==> src/rtl/tick_bcd_counter_if.sv <==
// tick_bcd_counter_if: divided-clock input, count controls and BCD/status outputs.
interface tick_bcd_counter_if;
  logic       clk_div_in;
  logic       en;
  logic       clear;
  logic       tick;
  logic [3:0] count_ones;
  logic [3:0] count_tens;
  logic       wrap;
  logic       stall;
  modport master (output clk_div_in, en, clear, input tick, count_ones, count_tens, wrap, stall);
  modport slave  (input clk_div_in, en, clear, output tick, count_ones, count_tens, wrap, stall);
endinterface

==> src/rtl/tick_bcd_counter.sv <==
// tick_bcd_counter: edge-detects a divided clock as data and counts ticks in two BCD digits.
// Optional stall watchdog enabled by defining TICK_WATCHDOG_EN.
module tick_bcd_counter #(
  parameter int MAX_COUNT   = 59,
  parameter int WDOG_CYCLES = 32
) (
  input logic clk,
  input logic reset,
  tick_bcd_counter_if.slave bus
);
  localparam logic [3:0] max_t = 4'(MAX_COUNT / 10);
  localparam logic [3:0] max_o = 4'(MAX_COUNT % 10);
  logic s1, s2, det, inc, at_max;
  assign det    = s1 & ~s2;
  assign inc    = det & bus.en & ~bus.clear;
  assign at_max = bus.count_tens == max_t && bus.count_ones == max_o;
  always_ff @(posedge clk or posedge reset) begin
    if (reset) begin
      s1             <= 1'b0;
      s2             <= 1'b0;
      bus.tick       <= 1'b0;
      bus.count_ones <= 4'd0;
      bus.count_tens <= 4'd0;
      bus.wrap       <= 1'b0;
    end else begin
      s1       <= bus.clk_div_in;
      s2       <= s1;
      bus.tick <= det;
      bus.wrap <= inc & at_max;
      if (bus.clear) begin
        bus.count_ones <= 4'd0;
        bus.count_tens <= 4'd0;
      end else if (inc) begin
        bus.count_ones <= (at_max || bus.count_ones == 4'd9) ? 4'd0 : bus.count_ones + 4'd1;
        bus.count_tens <= at_max ? 4'd0 : bus.count_ones == 4'd9 ? bus.count_tens + 4'd1 : bus.count_tens;
      end
    end
  end
`ifdef TICK_WATCHDOG_EN
  logic [7:0] wd, wd_nx;
  assign wd_nx = det ? 8'd0 : wd == 8'(WDOG_CYCLES) ? wd : wd + 8'd1;
  always_ff @(posedge clk or posedge reset) begin
    if (reset) begin
      wd        <= 8'd0;
      bus.stall <= 1'b0;
    end else begin
      wd        <= wd_nx;
      bus.stall <= wd_nx == 8'(WDOG_CYCLES);
    end
  end
`else
  assign bus.stall = 1'b0;
`endif
endmodule

==> src/flat_wrapper.sv <==
// flat-port wrapper written by rule: the top's interface ports become plain ports
module tick_bcd_counter_flat 
#(
  parameter int MAX_COUNT   = 59,
  parameter int WDOG_CYCLES = 32
)
  (clk, reset, bus_clk_div_in, bus_en, bus_clear, bus_tick, bus_count_ones, bus_count_tens, bus_wrap, bus_stall);
  tick_bcd_counter_if bus_i ();
  input logic clk;
  input logic reset;
  input wire logic [$bits(bus_i.clk_div_in)-1:0] bus_clk_div_in;
  input wire logic [$bits(bus_i.en)-1:0] bus_en;
  input wire logic [$bits(bus_i.clear)-1:0] bus_clear;
  output wire logic [$bits(bus_i.tick)-1:0] bus_tick;
  output wire logic [$bits(bus_i.count_ones)-1:0] bus_count_ones;
  output wire logic [$bits(bus_i.count_tens)-1:0] bus_count_tens;
  output wire logic [$bits(bus_i.wrap)-1:0] bus_wrap;
  output wire logic [$bits(bus_i.stall)-1:0] bus_stall;
  assign bus_i.clk_div_in = bus_clk_div_in;
  assign bus_i.en = bus_en;
  assign bus_i.clear = bus_clear;
  assign bus_tick = bus_i.tick;
  assign bus_count_ones = bus_i.count_ones;
  assign bus_count_tens = bus_i.count_tens;
  assign bus_wrap = bus_i.wrap;
  assign bus_stall = bus_i.stall;
  tick_bcd_counter #(.MAX_COUNT(MAX_COUNT), .WDOG_CYCLES(WDOG_CYCLES)) u_core (.clk(clk), .reset(reset), .bus(bus_i));
endmodule
==> config.mk <==
export PLATFORM = sky130hd
export DESIGN_NAME = tick_bcd_counter_flat
export DESIGN_NICKNAME = d
export VERILOG_FILES = /design/src/rtl/tick_bcd_counter_if.sv /design/src/rtl/tick_bcd_counter.sv /design/src/flat_wrapper.sv
export SDC_FILE = /design/constraint.sdc
export NUM_CORES = 1
export LEC_CHECK = 0
export BUFFER_PORTS_ARGS = -buffer_cell sky130_fd_sc_hd__buf_2
export CAP_MARGIN = 20
export CORE_UTILIZATION = 26
export CTS_CLUSTER_DIAMETER = 60
export CTS_CLUSTER_SIZE = 25
export DETAILED_ROUTE_END_ITERATION = 7
export PLACE_DENSITY = 0.41
export SYNTH_ARGS = -nofsm -noshare
export SYNTH_HDL_FRONTEND = slang
export SYNTH_SLANG_ARGS = --single-unit
==> constraint.sdc <==
create_clock -name clk -period 3.95 [get_ports clk]
set_input_delay 0 -clock clk [delete_from_list [all_inputs] [get_ports clk]]
set_output_delay 0 -clock clk [all_outputs]
set_load 0.01 [all_outputs]
==> results.txt, run 1 <==
The average via count per standard cell is a little under 5. The cell with the largest stage delay on the worst path is or4b_1. Summing all multi-input logic gate instances after layout gives 297 um^2. In this run the critical register-to-register path is launched from u_core.s2. The detailed-route via count came out at 509. The delay of the slowest cell on the worst path came out at about 0.6 ns.

STA classifies the critical path endpoint as a flop. The required arrival time at the worst endpoint came out at 4.15 ns. In this run the critical register-to-register path is captured at u_core.bus.count_tens[3]. The worst hold path stage count came out at 2.

The instance area at placement came out at 717 um^2. The last weighted congestion value of the routability-driven placer came out at 0.774. For this run, the number of Yosys warnings is 0. The final count of hold timing violations came to 0. The length of the first detailed-routing pass in iterations came out at 4. The total area of sequential cells is approximately 300 um^2. The CTS tree is built. The final-stage net count came out at 87. The time the worst path needs with I/O delays and setup is 1.65 ns. The quantity of gates resized following cts came out at 0. For this run, the leading register cell type out of synthesis is dfrtp_1. The part of the Yosys area used for sequential elements is 0.478. For this design, the sink count on the clock tree is 12. The number of global-route vias before repair is 498. The layout filler cell count is roughly 260.

The post-route non-filler standard cell count is between 100 and 150. The width of the die came out at slightly above 50 um. The accumulated negative setup slack is 0 ns. Input and output buffers added on the ports amount to 14. The initial core utilization is 0.279.

The floorplan step defined a die boundary enclosing between 2000 and 3000 um^2. Summed over all layers, the global routing overflow is 0. The first-pass GRT wire length came out at 2180 um. The worst reg-to-reg setup slack came out at 2.30 ns. The critical path contains buffers and inverters numbering 0 combined. The placed instance count came out at 99. Once detailed placement completed, the half-perimeter wirelength came to approximately 940 um. The power density over the cells came out at between 300 and 400 nW/um^2. After synthesis, the share of flip-flops with an asynchronous set or reset is 1.00. The global router's overall resource usage is 0.122.

The clock buffer count from CTS is 3. Broken down by cell family, the worst path's largest delay share belongs to simple AND/OR/NAND/NOR gates. The maximum number of pins on one net before global-route repair came out at 15. For this block, the initial DRC count from the detailed router was 6.

The critical path arrival came out at 1.85 ns. The number of primary I/O pins is 16. The share of the core filled with cells in the final layout came out at 0.343. The number of flops mapped to enable cells by yosys is 0. The synthesis-to-layout area growth is 23.1%. Measured in cells, the most critical reg-to-reg path has a length of 3. The initial antenna violation count was 0. The fraction of final layout cells sized beyond drive strength 1 is 0.260.

The peak supply drop is 0.137 mV. Of all nets on the critical path, the largest fanout is 14. The flip-flop and latch count after synthesis came out at 12.

The number of design rule violations left after detail routing is 0. Timing would allow up to 606 MHz. Summing every instance area after synthesis gives 628 um^2. The net count after synthesis is 69.

The final design area excluding fillers came out at 773 um^2. The number of placement rows came out at 17. STA classifies the critical path startpoint as a flop. The average size of a mapped cell is 10.5 um^2. The routed design has roughly 1400 um of wire. The worst min-delay path endpoint is u_core.bus.count_tens[1].

Summed over all cells, the static leakage comes to 0.000401 uW. The number of standard cells after synthesis is 60. The antenna diode count came out at 0.

The final worst clock skew came out at 0.000987 ns. The H-tree depth reported by CTS came out at 1. No sink is reached through more buffers than the 2 on the longest clock path. The number of library cell types mapped by synthesis is 26. The post-route total power came out at 241 uW. The clock latency reported for the late side of the worst-skew pair is 0.27 ns. The detail route stage leaves a number of antenna-violating nets equal to 0. The startpoint of the most critical hold path is bus_clear. By startpoint and endpoint, the worst setup path is classified as flop to flop. The post-CTS clock slew at the launch and capture registers of the worst setup and hold paths is 0.08 ns.

Walking the worst path, the cells encountered are nand3b_1 -> or4b_1 -> a21oi_1. CTS placed an instance of clkbuf_4 at the clock tree root. After floorplanning, the core was sized to cover 2250 um^2. In this run the vertical extent of the chip is 51.2 um. The final period utilization came out at 0.418. Setup repair after global routing left no endpoint under its margin. The number of pins with negative max-slew slack in the final report is 0.

The path class of the tightest hold or removal check is primary input to flop. The count of max-cap constraint violations is 0. The run finished with clean final reports. The count of final setup violators came out at 0. In the final routed layout, each cell accounts on average for about 13 um.
## cells in the final DEF (no fill, tap or decap), types with 2 or more instances in the layout
master         instances
nand2_1                3
inv_1                  4
nor2b_1                2
nand3_1                2
and3b_1                2
a21oi_1                7
dlygate4sd3_1          2
or4_1                  3
dfrtp_1               12
buf_2                 14
ha_1                   4
nor2_1                 2
or3_1                  2
clkbuf_4               3
o21ai_0                3
## area by class of cell
class                      instances  share of cell area
sequential                        12               0.388
multi-input combinational         41               0.383
timing repair buffer              16               0.117
clock buffer                       4              0.0469
tap                               28              0.0453
inverter                           4              0.0194
## metrics by stage
stage	worst slack (ns)	hold slack, ns
final	2.30	0.0301
after global routing	2.19	0.0275
after CTS	2.30	0.00597
after detailed placement	2.32	0.0514
after global placement	2.37	0.0491
after floorplan	2.44	-0.135
## cell usage after synthesis (2+ instances only)
cell / n / area (um^2)
dfrtp_1: 12 / 300
a21oi_1: 7 / 35.0
ha_1: 4 / 50.1
inv_1: 4 / 15.0
nand2_1: 3 / 11.3
o21ai_0: 3 / 15.0
or4_1: 3 / 22.5
and3b_1: 2 / 17.5
nand3_1: 2 / 10.0
nor2_1: 2 / 7.51
nor2b_1: 2 / 12.5
or3_1: 2 / 12.5
## worst reg2reg max path, delay by kind of cell (launching register included)
family,cells,cell delay [ns]
DFF,1,0.39
AOI/OAI and AO/OA,1,0.17
and+or+nand+nor,2,1.02
## state kept, by name (all words and copies together) (netlist names)
signal	count
u_core.bus.count_tens	4
u_core.bus.wrap	1
u_core.s1	1
u_core.s2	1
u_core.bus.tick	1
u_core.bus.count_ones	4
## layer usage
metal	vias to the layer above	routed length (um)	global-route usage
met5	-	0	0
met4	0	16	0.0556
li1	251	-	-
met2	7	652	0.206
met1	249	679	0.128
met3	2	37	0.0536
## how the worst max path moves through the flow
stage	startpoint	endpoint	slack, ns	cells past startpoint
2_1_floorplan	u_core.bus.count_ones[1]	u_core.bus.count_tens[3]	2.44	5
3_3_place_gp	u_core.bus.count_ones[1]	u_core.bus.count_tens[3]	2.37	5
3_5_place_dp	u_core.s2	u_core.bus.count_tens[3]	2.32	3
4_1_cts	u_core.s2	u_core.bus.count_tens[3]	2.30	3
5_1_grt	u_core.s2	u_core.bus.count_tens[3]	2.19	3
6_report	u_core.s2	u_core.bus.count_tens[3]	2.30	3
## report_power, final
part,internal [uW],switching (uW)
Sequential,125,1.97
Clock,56.0,43.4
Combinational,5.50,9.13
Total,186,54.5
## logic make-up (layout without fill, tap and decap cells)
group,after synthesis,after routing,synth area share
buffers and inverters,7,24,0.0498
other,1,1,0.00597
DFF,12,12,0.478
AOI/OAI and AO/OA,15,15,0.147
and+or+nand+nor,21,21,0.239
adders and majority gates,4,4,0.0797
## repair_timing
item | 4_1_cts | 5_1_grt
setup buffers | 0 | 0
setup endpoints to repair | 0 | 0
endpoints found under the hold margin | 13 | 0
hold buffers | 2 | 0
Note: power is estimated with default switching activity, not from simulation.
==> run 2, diff against run 1 <==
- PLACE_DENSITY: 0.41 -> 0.43
- clock period: 3.95 -> 1.4 ns (I/O delays scaled with it)
==> results.txt, run 2 (synthesis results as in run 1) <==
The flow ran to the end, but the final reports show violations. The final reports fail on negative setup slack. The H-tree depth reported by CTS came out at 1. The last weighted congestion value of the routability-driven placer came out at 0.786. The root buffer cell chosen for the clock tree is clkbuf_4. The initial antenna violation count is 0. The clock buffer count from CTS is 3. The cell with the largest stage delay on the worst path is or4_1. The count of max-cap constraint violations is 0. Measured on the finished design, the core utilization comes to 0.401. The accumulated negative setup slack came out at -0.0883 ns. The final layout contains 100 nets. The clock latency reported for the late side of the worst-skew pair came out at 0.28 ns. The global router's overall resource usage came out at 0.129. The maximum number of pins on one net before global-route repair came out at 13. Setup repair after global routing could not meet its margin everywhere.

In the layout the commonest cells are buf_2 (14), buf_4 (11), dfrtp_1 (10). The delay of the slowest cell on the worst path is 0.50 ns. The initial detailed-routing violation count came out at 11. The final count of hold timing violations came out at 0. After legalization and detailed placement, the total HPWL measured between 1000 and 1500 um. In the final layout, the registers with the most flip-flops are u_core.bus.count_ones: 4 flops, u_core.bus.count_tens: 4 flops. The number of design rule violations left after detail routing is 0. The pre-antenna-repair detailed-routing pass consisted of 4 iterations. Timing would allow up to slightly below 700 MHz.

The routed length per instance is 12.6 um. The remaining number of nets flagged by the antenna check after routing is 0. The kind of end point of the critical path is a flop. The worst setup path is launched from a flop. The signal on the critical path passes through inv_2 -> ha_4 -> nand3b_4 -> or4_1 -> a21oi_2.

Leaving out fill and tap cells, the most frequent cell in the layout is buf_2. The path class of the tightest hold or removal check is primary input to flop. The synthesis-to-layout area growth is 43.8%. TritonCTS built the clock tree.

Fill cells in the final layout number 245. The number of primary I/O pins is 16. The worst setup path is of the flop to flop kind. The total overflow left after global routing is 0. VDD sags by at most 0.418 mV.

The number of buffers on the longest clock path came out at 2. The full die area is 2620 um^2. Power spread over the standard cell area amounts to around 780 nW/um^2. The initial core utilization is 0.279. Counting I/O delays and the setup requirement, the final critical path takes 1.44 ns. The final period utilization is 1.03.

The final worst clock skew came out at 0.00122 ns. The area inside the core boundary is 2250 um^2. For this block, the via count after detailed routing is 566. The antenna diode count came out at 0. Across all setup checks in the final design, the least slack found is -0.0366 ns. The number of global-route vias before repair came out at 536. The average via count per standard cell is 4.80. The critical path arrival came out at 1.65 ns.

The overall routed net length is 1480 um. The first-pass GRT wire length came out at 2430 um. In the final layout, the share of cells above drive strength 1 is 0.433. The leakage power of the design is 0.000466 uW. The number of placement rows came out at 17.

The count of final setup violators came out at 3. The width of the die is 51.2 um. The number of pins with negative max-slew slack in the final report was 0. The number of clock sinks is 12. The vertical extent of the die came out at between 50 and 60 um. During placement, the flow inserted port buffers numbering 14.

The maximum net fanout on the critical path came out at 5. The required arrival time at the worst endpoint came out at 1.61 ns. The post-CTS clock slew at the launch and capture registers of the worst setup and hold paths came out at approximately 0.08 ns.
## run 2: cell count changes in the layout (fill, tap and decap cells not counted), moves of 2 or more
cell	change
a21oi_2	+2
dfrtp_1	-2
dfrtp_2	+2
buf_4	+11
a21oi_1	-2
## run 2: metal layers
layer | up-vias | global-route usage | wire (um)
met5 | - | 0 | 0
li1 | 281 | - | -
met4 | 0 | 0.0694 | 21
met1 | 270 | 0.167 | 703
met3 | 3 | 0.0179 | 45
met2 | 12 | 0.206 | 712
## run 2: per-stage QoR
| step | hold WS, ns | worst slack, ns | cells | power, uW | instance area, um^2 |
|---|---|---|---|---|---|
| 2_1_floorplan | -0.135 | -0.0379 | 60 | 392 | 643 |
| 3_3_place_gp | 0.0528 | -0.0241 | 109 | 414 | 807 |
| 3_5_place_dp | 0.0478 | -0.0515 | 109 | 413 | 807 |
| 4_1_cts | 0.132 | -0.0626 | 117 | 720 | 885 |
| 5_1_grt | 0.166 | -0.0891 | 118 | 739 | 903 |
| 6_report | 0.140 | -0.0366 | 118 | 704 | 903 |
## run 2: final timing paths
| check | end | start | slack, ns | depth (start not counted) |
|---|---|---|---|---|
| setup / recovery | u_core.bus.count_tens[1] | u_core.bus.count_ones[1] | -0.04 | 5 |
| hold / removal | u_core.bus.wrap | bus_en | 0.14 | 4 |
| setup reg to reg | u_core.bus.count_tens[1] | u_core.bus.count_ones[1] | -0.04 | 5 |
| hold reg to reg | u_core.s2 | u_core.s1 | 0.43 | 0 |
| max in group asynchronous | u_core.bus.count_ones[1] | reset | 0.78 | 3 |
| min in group asynchronous | u_core.s2 | reset | 0.27 | 3 |
## run 2: layout make-up
class / count / area [um^2] / area share
repair buffers: 29 / 194 / 0.215
flip-flops and latches: 12 / 303 / 0.335
well taps: 28 / 35.0 / 0.0388
multi-input cells: 41 / 320 / 0.355
clock buffers: 4 / 36.3 / 0.0402
inverters: 4 / 15.0 / 0.0166
## run 2: power breakdown
group	switching [uW]	total (uW)	internal, uW
Clock	131	289	158
Sequential	4.56	357	353
Combinational	30.5	58.0	27.5
## run 2: critical path: cells and delay by family (launching register included)
family / cells / cell delay (ns)
adder cells (fa/ha/maj): 1 / 0.13
AO/OA/AOI/OAI: 1 / 0.15
flip-flops: 1 / 0.44
buffers and inverters: 1 / 0.07
AND/OR/NAND/NOR: 2 / 0.59
## run 2: what timing repair did
| action | in CTS | in global routing |
|---|---|---|
| pin swaps | 2 | 0 |
| setup endpoints to repair | 4 | 6 |
| setup buffers | 1 | 1 |
| gates cloned | 0 | 0 |
| hold endpoints to repair | 14 | 0 |
| hold buffers | 3 | 0 |
| resized for setup | 1 | 3 |
